===== src/rtl/alu_arbiter.sv =====
// alu_arbiter: round-robin front end that lets two requesters share one
// combinational ALU, one operation at a time (IDLE -> EXEC -> RESP).
// Ports:
//   clk, rst                 rising-edge clock, synchronous active-high reset
//   req_valid/req_ready      per-requester request handshake (bit i = requester i)
//   req_op/req_a/req_b       packed request payloads, requester i at slice i
//   rsp_valid/rsp_ready      per-requester response handshake
//   rsp_y/rsp_flags/rsp_err  captured result, {carry,neg,zero,ovf}, bad-opcode flag
//   alu_control/alu_a/alu_b  operation presented to the shared ALU
//   alu_y, alu_carry/neg/zero/ovf  combinational ALU result and flags
//   busy                     high whenever an operation is in flight
module alu_arbiter #(
   parameter int unsigned DATA_W = 32,
   parameter int unsigned OP_W   = 4
) (
   input  logic                clk,
   input  logic                rst,
   input  logic [1:0]          req_valid,
   output logic [1:0]          req_ready,
   input  logic [2*OP_W-1:0]   req_op,
   input  logic [2*DATA_W-1:0] req_a,
   input  logic [2*DATA_W-1:0] req_b,
   output logic [1:0]          rsp_valid,
   input  logic [1:0]          rsp_ready,
   output logic [DATA_W-1:0]   rsp_y,
   output logic [3:0]          rsp_flags,
   output logic                rsp_err,
   output logic [OP_W-1:0]     alu_control,
   output logic [DATA_W-1:0]   alu_a,
   output logic [DATA_W-1:0]   alu_b,
   input  logic [DATA_W-1:0]   alu_y,
   input  logic                alu_carry,
   input  logic                alu_neg,
   input  logic                alu_zero,
   input  logic                alu_ovf,
   output logic                busy
);

   localparam int unsigned FLAG_W     = 4;
   localparam int unsigned BAD_OP_MIN = 13;

   typedef enum logic [1:0] {
      IDLE = 2'd0,
      EXEC = 2'd1,
      RESP = 2'd2
   } state_t;

   state_t              state_q, state_d;
   logic                last_grant_q, last_grant_d;
   logic                winner_q, winner_d;
   logic [OP_W-1:0]     alu_control_q, alu_control_d;
   logic [DATA_W-1:0]   alu_a_q, alu_a_d;
   logic [DATA_W-1:0]   alu_b_q, alu_b_d;
   logic [DATA_W-1:0]   rsp_y_q, rsp_y_d;
   logic [FLAG_W-1:0]   rsp_flags_q, rsp_flags_d;
   logic                rsp_err_q, rsp_err_d;
   logic [1:0]          rsp_valid_q, rsp_valid_d;
   logic                busy_q, busy_d;

   logic                win_c;
   logic                accept_c;
   logic                bad_op_c;

   // Round-robin pick: a lone requester wins, a tie goes to the one not granted last
   always_comb begin
      win_c = req_valid[1];
      if (req_valid == 2'b11) begin
         win_c = ~last_grant_q;
      end
   end

   // Ready only to the valid winner, only in IDLE, and never while reset is sampled
   always_comb begin
      req_ready = 2'b00;
      if ((state_q == IDLE) && !rst) begin
         req_ready[win_c] = req_valid[win_c];
      end
   end

   assign accept_c = |(req_valid & req_ready);

   // The registered opcode doubles as the ALU control, so it is the one to classify
   assign bad_op_c = (alu_control_q >= OP_W'(BAD_OP_MIN));

   // Next-state and datapath updates
   always_comb begin
      state_d       = state_q;
      last_grant_d  = last_grant_q;
      winner_d      = winner_q;
      alu_control_d = alu_control_q;
      alu_a_d       = alu_a_q;
      alu_b_d       = alu_b_q;
      rsp_y_d       = rsp_y_q;
      rsp_flags_d   = rsp_flags_q;
      rsp_err_d     = rsp_err_q;
      rsp_valid_d   = rsp_valid_q;
      busy_d        = busy_q;

      case (state_q)
         IDLE: begin
            if (accept_c) begin
               state_d       = EXEC;
               last_grant_d  = win_c;
               winner_d      = win_c;
               alu_control_d = win_c ? req_op[2*OP_W-1:OP_W]   : req_op[OP_W-1:0];
               alu_a_d       = win_c ? req_a[2*DATA_W-1:DATA_W] : req_a[DATA_W-1:0];
               alu_b_d       = win_c ? req_b[2*DATA_W-1:DATA_W] : req_b[DATA_W-1:0];
               busy_d        = 1'b1;
            end
         end
         EXEC: begin
            state_d     = RESP;
            rsp_valid_d = winner_q ? 2'b10 : 2'b01;
            if (bad_op_c) begin
               rsp_y_d     = '0;
               rsp_flags_d = '0;
               rsp_err_d   = 1'b1;
            end else begin
               rsp_y_d     = alu_y;
               rsp_flags_d = {alu_carry, alu_neg, alu_zero, alu_ovf};
               rsp_err_d   = 1'b0;
            end
         end
         RESP: begin
            // Only the winner's ready completes the response
            if (rsp_ready[winner_q]) begin
               state_d     = IDLE;
               rsp_valid_d = 2'b00;
               busy_d      = 1'b0;
            end
         end
         default: begin
            state_d     = IDLE;
            rsp_valid_d = 2'b00;
            busy_d      = 1'b0;
         end
      endcase
   end

   // State and datapath registers
   always_ff @(posedge clk) begin
      if (rst) begin
         state_q       <= IDLE;
         last_grant_q  <= 1'b1;
         winner_q      <= 1'b0;
         alu_control_q <= '0;
         alu_a_q       <= '0;
         alu_b_q       <= '0;
         rsp_y_q       <= '0;
         rsp_flags_q   <= '0;
         rsp_err_q     <= 1'b0;
         rsp_valid_q   <= 2'b00;
         busy_q        <= 1'b0;
      end else begin
         state_q       <= state_d;
         last_grant_q  <= last_grant_d;
         winner_q      <= winner_d;
         alu_control_q <= alu_control_d;
         alu_a_q       <= alu_a_d;
         alu_b_q       <= alu_b_d;
         rsp_y_q       <= rsp_y_d;
         rsp_flags_q   <= rsp_flags_d;
         rsp_err_q     <= rsp_err_d;
         rsp_valid_q   <= rsp_valid_d;
         busy_q        <= busy_d;
      end
   end

   assign alu_control = alu_control_q;
   assign alu_a       = alu_a_q;
   assign alu_b       = alu_b_q;
   assign rsp_y       = rsp_y_q;
   assign rsp_flags   = rsp_flags_q;
   assign rsp_err     = rsp_err_q;
   assign rsp_valid   = rsp_valid_q;
   assign busy        = busy_q;

endmodule


===== config.mk =====
export PLATFORM = sky130hd
export DESIGN_NAME = alu_arbiter
export DESIGN_NICKNAME = d
export VERILOG_FILES = /design/src/rtl/alu_arbiter.sv
export SDC_FILE = /design/constraint.sdc
export NUM_CORES = 1
export LEC_CHECK = 0
export CAP_MARGIN = 10
export CELL_PAD_IN_SITES_DETAIL_PLACEMENT = 2
export CELL_PAD_IN_SITES_GLOBAL_PLACEMENT = 2
export CORE_MARGIN = 2
export CORE_UTILIZATION = 21
export CTS_BUF_LIST = sky130_fd_sc_hd__clkbuf_4
export CTS_CLUSTER_DIAMETER = 200
export DETAILED_ROUTE_END_ITERATION = 6
export PLACE_DENSITY_LB_ADDON = 0.15
export SLEW_MARGIN = 20
export SYNTH_ARGS = -nofsm -noshare
export SYNTH_HDL_FRONTEND = slang
export SYNTH_SLANG_ARGS = --single-unit
export TNS_END_PERCENT = 5

===== constraint.sdc =====
create_clock -name clk -period 1.65 [get_ports clk]
set_input_delay 0.33 -clock clk [delete_from_list [all_inputs] [get_ports clk]]
set_output_delay 0.33 -clock clk [all_outputs]
set_load 0.1 [all_outputs]

==> results of run 1 <==
[metal layers]
metal  up-vias  track usage (%)  wire length [um]
met4         0             5.47               457
met5         -                0                 0
met1      2953             22.0             10200
li1       2779                -                 -
met2       175             34.0             12900
met3        23             5.52              1730
[what timing repair did]
item / 4_1_cts / 5_1_grt
hold endpoints to repair: 0 / 0
gates cloned: 0 / 1
setup endpoints to repair: 5 / 64
hold buffers: 0 / 0
setup buffers: 3 / 3
pin swaps: 4 / 2
gates resized for setup: 8 / 23
[final timing paths]
| check | to | depth (start not counted) |
|---|---|---|
| max | req_ready[0] | 3 |
| min | rsp_y[2] | 3 |
| max reg2reg | alu_b[15] | 5 |
| min reg2reg | rsp_err | 2 |
[worst register-to-register path, stage by stage, from the launching register on]
cell and delay, ps:
dfxtp_2 360, or2_4 280, buf_4 170, buf_6 230, nor4b_1 390, nor4_1 80
[per-stage QoR]
stage | cell area [sq um] | setup TNS (ps) | util, % | cells
after detailed placement | 9630 | -14660 | 39.5 | 1166
after CTS | 9820 | -887 | 40.3 | 1185
after global placement | 9630 | -7410 | 39.5 | 1166
after floorplan | 5270 | -7800 | - | 607
after global routing | 10000 | -1280 | 41.2 | 1193
final | 10000 | -732 | 41.2 | 1193
[synthesized netlist by cell type]
cell         n  share of area [%]
buf_6        5                1.1
nand3_1     36                3.4
or3b_2       1               0.17
nand3b_1     1               0.14
o21ai_0      2               0.19
dfxtp_1    112                 43
o211ai_2     1               0.24
buf_2       36                3.4
nor4_1      68                8.1
clkbuf_1    36                2.6
nor2b_1      5               0.60
a211oi_1     1               0.14
or2_1        1               0.12
nor3b_1      1               0.14
nor2_1       2               0.14
a21bo_2      1               0.19
buf_1        3               0.21
a2bb2oi_1    1               0.17
a221o_1      1               0.19
a21oi_1    109                 10
nor4b_2     31                8.9
nand2b_1     3               0.36
nor3_1      69                6.6
mux2i_1      1               0.19
or2_2        1               0.12
clkbuf_2     1              0.095
nor4b_1     38                6.4
nand2_1     39                2.8
inv_1        1              0.072
[final cells by class]
type	count	area (sq um)
Antenna cell	4	10.0
Multi-Input combinational cell	413	2800
Timing Repair Buffer	323	4440
Fill cell	2583	14400
Tap cell	324	405
Clock buffer	10	75.1
Inverter	1	3.75
Clock inverter	6	60.1
Sequential cell	112	2240
[report_power, final]
part	switching, mW	leakage (nW)	internal, mW	total, mW
sequential	0.329	0.926	3.00	3.33
clock	0.960	0.0754	0.474	1.43
combinational	3.17	2.51	2.00	5.17
[state kept, by name (all words and copies together), names as in the netlist]
signal	flops
rsp_err	1
alu_b	32
state_q	2
winner_q	1
rsp_valid	2
busy	1
alu_control	4
rsp_y	32
last_grant_q	1
alu_a	32
rsp_flags	4
[cells by family after synthesis]
kind of cell | share of synthesized area (%)
AND/OR/NAND/NOR | 38.0
flip-flops | 42.8
AO/OA/AOI/OAI | 11.5
multiplexers | 0.191
buffers and inverters | 7.48
==> flow_metrics.py, run 1 <==
metrics = {
    "setup_path": {
        "worstPathMaxFanout": 3,
        "rr_startpoint": "state_q[0]",
        "slowest_delay_ps": 370,
        "path_cells": "or2_4 > nor4b_4 > buf_12",
        "critical_path.startpoint_type": "flop",
        "cp.arrival_ps": 1700,
        "cp-end-kind": "output pin",
        "critPathSlowestCell": "nor4b_4",
        "required_ps": 1320,
        "critical_path_buf_inv_count": 1,
        "crit_family": "simple AND/OR/NAND/NOR gates",
        "cp-startpoint": "state_q[0]",
        "crit_type": "flop to output pin",
        "ff2ff_setup_slack_ps": 50,
    },
    "detailed_routing": {
        "ant_nets": 0,
        "wl_per_cell_um": 21.3,
        "viasPerCell": 4.97,
        "drcViolationCount": 0,
        "dr.pass1.iters": 4,
        "vias": 5930,
        "drt_iter0_drc": 208,
        "wirelength_um": 25400,
    },
    "timing": {
        "final_max_slew_viol_count": 0,
        "fin_ws_ps": -384,
        "fmax_ghz": 0.492,
        "hold_viol_final": 0,
        "worst_pin_slew_ps": 582,
        "hold_ws_ps": 385,
        "max-slew-margin-rel_pct": 61.2,
        "fin_crit_sh_pct": 123,
        "min_period_ps": 2030,
        "setup_viol": 2,
        "rsz0062_at_grt": "true",
        "skew_ps": 19.2,
    },
    "power": {
        "p_leak_nw": 3.52,
        "total_power_mw": 9.93,
        "power.density_nw_per_um2": 989,
        "irDropWorstVdd_mv": 0.369,
    },
    "worst_hold_path": {
        "hold_start": "alu_y[2]",
        "min-delay-path-class": "input pin to flop",
    },
    "run": {
        "drv_cap": 0,
    },
    "run_status": {
        "violations": "negative setup slack",
        "outcome": "finished, violations left",
    },
    "placement": {
        "routabilityCongestion": 0.774,
        "dp_hpwl_um": 18500,
        "place_ws_ps": -316,
        "port_buffers": 287,
    },
    "floorplanning": {
        "start_util_pct": 21.5,
        "dieArea_sq_um": 26200,
        "ios": 288,
        "die_y_um": 162,
        "fp.coreArea_sq_um": 24400,
        "chipWidth_um": 162,
        "rows": 57,
    },
    "clocking": {
        "clkSlewWorstSetupHoldPaths_ps": 180,
        "cts_buffers": 9,
        "cts_max_path_buffers": 2,
        "worstSkewPairLatency_ps": 480,
        "clock_sinks": 112,
        "htreeDepth": 3,
        "cts_tree": "yes",
        "cts_root_buf": "clkbuf_4",
    },
    "grt": {
        "grt-ovfl-total": 0,
        "grt_pass1_vias": 6784,
        "grt_antenna_before_repair": 4,
        "globalRouteTotalUtil_pct": 19.0,
        "grt_max_degree": 89,
        "grt_first_pass_wirelength_um": 39300,
    },
    "cells_and_area": {
        "layout_commonest_cell": "clkdlybuf4s50_1",
        "nets": 1038,
        "syn_to_final_growth_pct": 91.7,
        "layout-drive-gt1-share_pct": 26.2,
        "layout_common_cells": "clkdlybuf4s50_1 (175), buf_12 (123), dfxtp_1 (111)",
    },
    "synth": {
        "ys_seq_area_share_pct": 42.8,
        "ys_types": 29,
        "synthCells": 607,
        "synth-seq-cells": 112,
        "postSynthNetCount": 785,
        "syn_area_sq_um": 5240,
        "avgSynthCellArea_sq_um": 8.63,
        "ys_warn_count": 0,
    },
}
(Power assumes the default switching activity.)
==> run 2: changes to the inputs <==
--- a/config.mk
+++ b/config.mk
@@ -5,11 +5,12 @@
 export SDC_FILE = /design/constraint.sdc
 export NUM_CORES = 1
 export LEC_CHECK = 0
+export ABC_AREA = 1
 export CAP_MARGIN = 10
 export CELL_PAD_IN_SITES_DETAIL_PLACEMENT = 2
 export CELL_PAD_IN_SITES_GLOBAL_PLACEMENT = 2
 export CORE_MARGIN = 2
-export CORE_UTILIZATION = 21
+export CORE_UTILIZATION = 19
 export CTS_BUF_LIST = sky130_fd_sc_hd__clkbuf_4
 export CTS_CLUSTER_DIAMETER = 200
 export DETAILED_ROUTE_END_ITERATION = 6
==> flow_metrics.py, run 2 <==
metrics = {
    "run_status": {
        "outcome": "finished, violations left",
        "violations": "negative setup slack",
    },
    "placement": {
        "port_buffers": 287,
        "dp_hpwl_um": 17500,
        "place_ws_ps": -217,
        "routabilityCongestion": 0.714,
        "dpl_cell_area_sq_um": 9940,
        "dp.cells": 1503,
    },
    "synth": {
        "synth_simple_gate_area_share_pct": 42.7,
        "synth_compound_area_share_pct": 4.12,
        "ys_types": 16,
        "async_reset_ff_share_pct": 0,
        "synth.most_common_cell": "nand2_1",
        "syn_area_sq_um": 5370,
        "ys_warn_count": 0,
        "synth_top_family_by_area": "simple AND/OR/NAND/NOR gates",
        "synth_ff_type": "dfxtp_1",
        "synth_edf_count": 0,
        "synth_top_cell_by_area": "dfxtp_1",
        "synthMuxAreaShare_pct": 0,
        "postSynthNetCount": 1043,
        "avgSynthCellArea_sq_um": 6.21,
        "ys_top_cells_by_area": "dfxtp_1 (42%), nand2_1 (23%), nand3_1 (10%), nor2_1 (9.8%), inv_1 (5.2%)",
        "synth_top_area_share_pct": 41.7,
        "synth_xor_area_share_pct": 0,
        "synth-seq-cells": 112,
        "synth_common_cells": "nand2_1 (322), nor2_1 (140), dfxtp_1 (112)",
        "synth_fa_ha_area_share_pct": 0,
        "synthCells": 865,
        "ys_seq_area_share_pct": 41.7,
    },
    "detailed_routing": {
        "top_layer_used": "met4",
        "wirelength_um": 22800,
        "m1WireLength_um": 9590,
        "wl_per_cell_um": 14.9,
        "dr.pass1.iters": 4,
        "vias": 6344,
        "route.met2.wl_um": 11000,
        "drt_iter0_drc": 147,
        "wl_met3_um": 2060,
        "drcViolationCount": 0,
        "ant_nets": 0,
        "viasPerCell": 4.15,
    },
    "floorplanning": {
        "ios": 288,
        "fp.coreArea_sq_um": 27800,
        "chipWidth_um": 172,
        "dieArea_sq_um": 29600,
        "rows": 61,
        "die_y_um": 172,
        "start_util_pct": 19.3,
    },
    "clocking": {
        "ctsHoldBuffers": 0,
        "cts_tree": "yes",
        "cts_root_buf": "clkbuf_4",
        "worstSkewPairLatency_ps": 490,
        "cts_buffers": 9,
        "clkSlewWorstSetupHoldPaths_ps": 200,
        "htreeDepth": 3,
        "cts_max_path_buffers": 2,
        "clock_sinks": 112,
    },
    "grt": {
        "grt-ovfl-total": 0,
        "grt_max_degree": 61,
        "grt_antenna_before_repair": 2,
        "globalRouteTotalUtil_pct": 15.4,
        "grt_first_pass_wirelength_um": 35700,
        "grt_pass1_vias": 6638,
    },
    "timing": {
        "skew_ps": 23.3,
        "hold_ws_ps": 380,
        "max-slew-margin-rel_pct": 81.9,
        "hold_viol_final": 0,
        "min_period_ps": 1880,
        "fin_ws_ps": -226,
        "rsz0062_at_grt": "true",
        "setup_viol": 2,
        "worst_pin_slew_ps": 272,
        "fin_crit_sh_pct": 114,
        "fmax_ghz": 0.533,
        "final_max_slew_viol_count": 0,
        "final.setup.tns_ps": -402,
    },
    "power": {
        "irDropWorstVdd_mv": 0.310,
        "total_power_mw": 8.98,
        "p_leak_nw": 4.65,
        "power.density_nw_per_um2": 885,
    },
    "worst_hold_path": {
        "min-delay-path-class": "input pin to flop",
    },
    "setup_path": {
        "crit_family": "buffers and inverters",
        "crit_type": "flop to output pin",
        "critPathSlowestCell": "dfxtp_2",
        "required_ps": 1320,
        "slowest_delay_ps": 370,
        "worstPathMaxFanout": 3,
        "ff2ff_setup_slack_ps": 240,
        "critical_path.startpoint_type": "flop",
        "path_cells": "inv_2 > nand2_4 > nor2_4 > o211ai_1 > inv_1 > buf_12",
        "critical_path_buf_inv_count": 3,
        "cp.arrival_ps": 1550,
        "cp-end-kind": "output pin",
    },
    "cells_and_area": {
        "nFillCells": 3209,
        "layout_commonest_cell": "nand2_1",
        "stdcell_area_sq_um": 10100,
        "multi_input_area_sq_um": 2550,
        "postLayoutCoreUtil_pct": 36.5,
        "ff_latch_area_sq_um": 2240,
        "layout.cells.non_filler": 1529,
        "layout-drive-gt1-share_pct": 15.5,
        "syn_to_final_growth_pct": 88.9,
        "layout_common_cells": "nand2_1 (321), clkdlybuf4s50_1 (176), nor2_1 (138)",
        "nets": 1321,
    },
    "run": {
        "drv_cap": 0,
    },
}
run 2: cell types whose count changed in the layout (fill, tap and decap cells not counted), sizes merged, moves of 5 or more:
| cell | delta |
|---|---|
| nand2 | +285 |
| nor2 | +139 |
| inv | +81 |
| nand3 | +72 |
| a21oi | -69 |
| nor3 | -69 |
| nor4b | -69 |
| nor4 | -68 |
| nor2b | -5 |
run 2: routing by layer:
metal / vias up / global-route usage, %
li1: 3189 / -
met1: 2971 / 17.7
met2: 173 / 27.0
met3: 11 / 6.02
met4: 0 / 3.18
met5: - / 0
run 2: where the power goes:
part	internal, mW	switching, mW
Sequential	2.95	0.250
Clock	0.344	1.07
Combinational	1.69	2.67
Total	4.99	3.99
run 2: cell type report:
| class | instances | share of cell area (%) |
|---|---|---|
| timing repair buffer | 326 | 43.9 |
| multi-input combinational | 616 | 25.1 |
| sequential | 112 | 22.1 |
| tap | 378 | 4.66 |
| inverter | 78 | 2.89 |
| clock buffer | 9 | 0.666 |
| clock inverter | 7 | 0.604 |
| antenna | 3 | 0.0740 |
run 2: what timing repair did:
item,CTS,global route
endpoints found under the setup margin,2,2
cloned,0,0
buffers inserted,5,2
resized for setup,4,2
pin swaps,3,2
run 2: cells by family (layout without fill, tap and decap cells):
logic type,after synthesis,in the layout
AOI/OAI and AO/OA,43,43
other,0,3
DFF,112,112
buffers and inverters,137,420
and+or+nand+nor,573,573
run 2: worst paths after layout:
path | from | to | depth (start not counted)
worst min register to register | rsp_valid[0] | rsp_valid[0] | 2
worst max-delay path | state_q[1] | req_ready[0] | 6
worst min-delay path | alu_y[5] | rsp_y[5] | 3
worst max register to register | state_q[1] | rsp_y[31] | 6
run 2: worst reg2reg max path: cells and delay by family, from the launching register on:
kind | cells | cell delay, ps
and+or+nand+nor | 2 | 320
buffers and inverters | 3 | 550
AOI/OAI and AO/OA | 1 | 140
DFF | 1 | 370
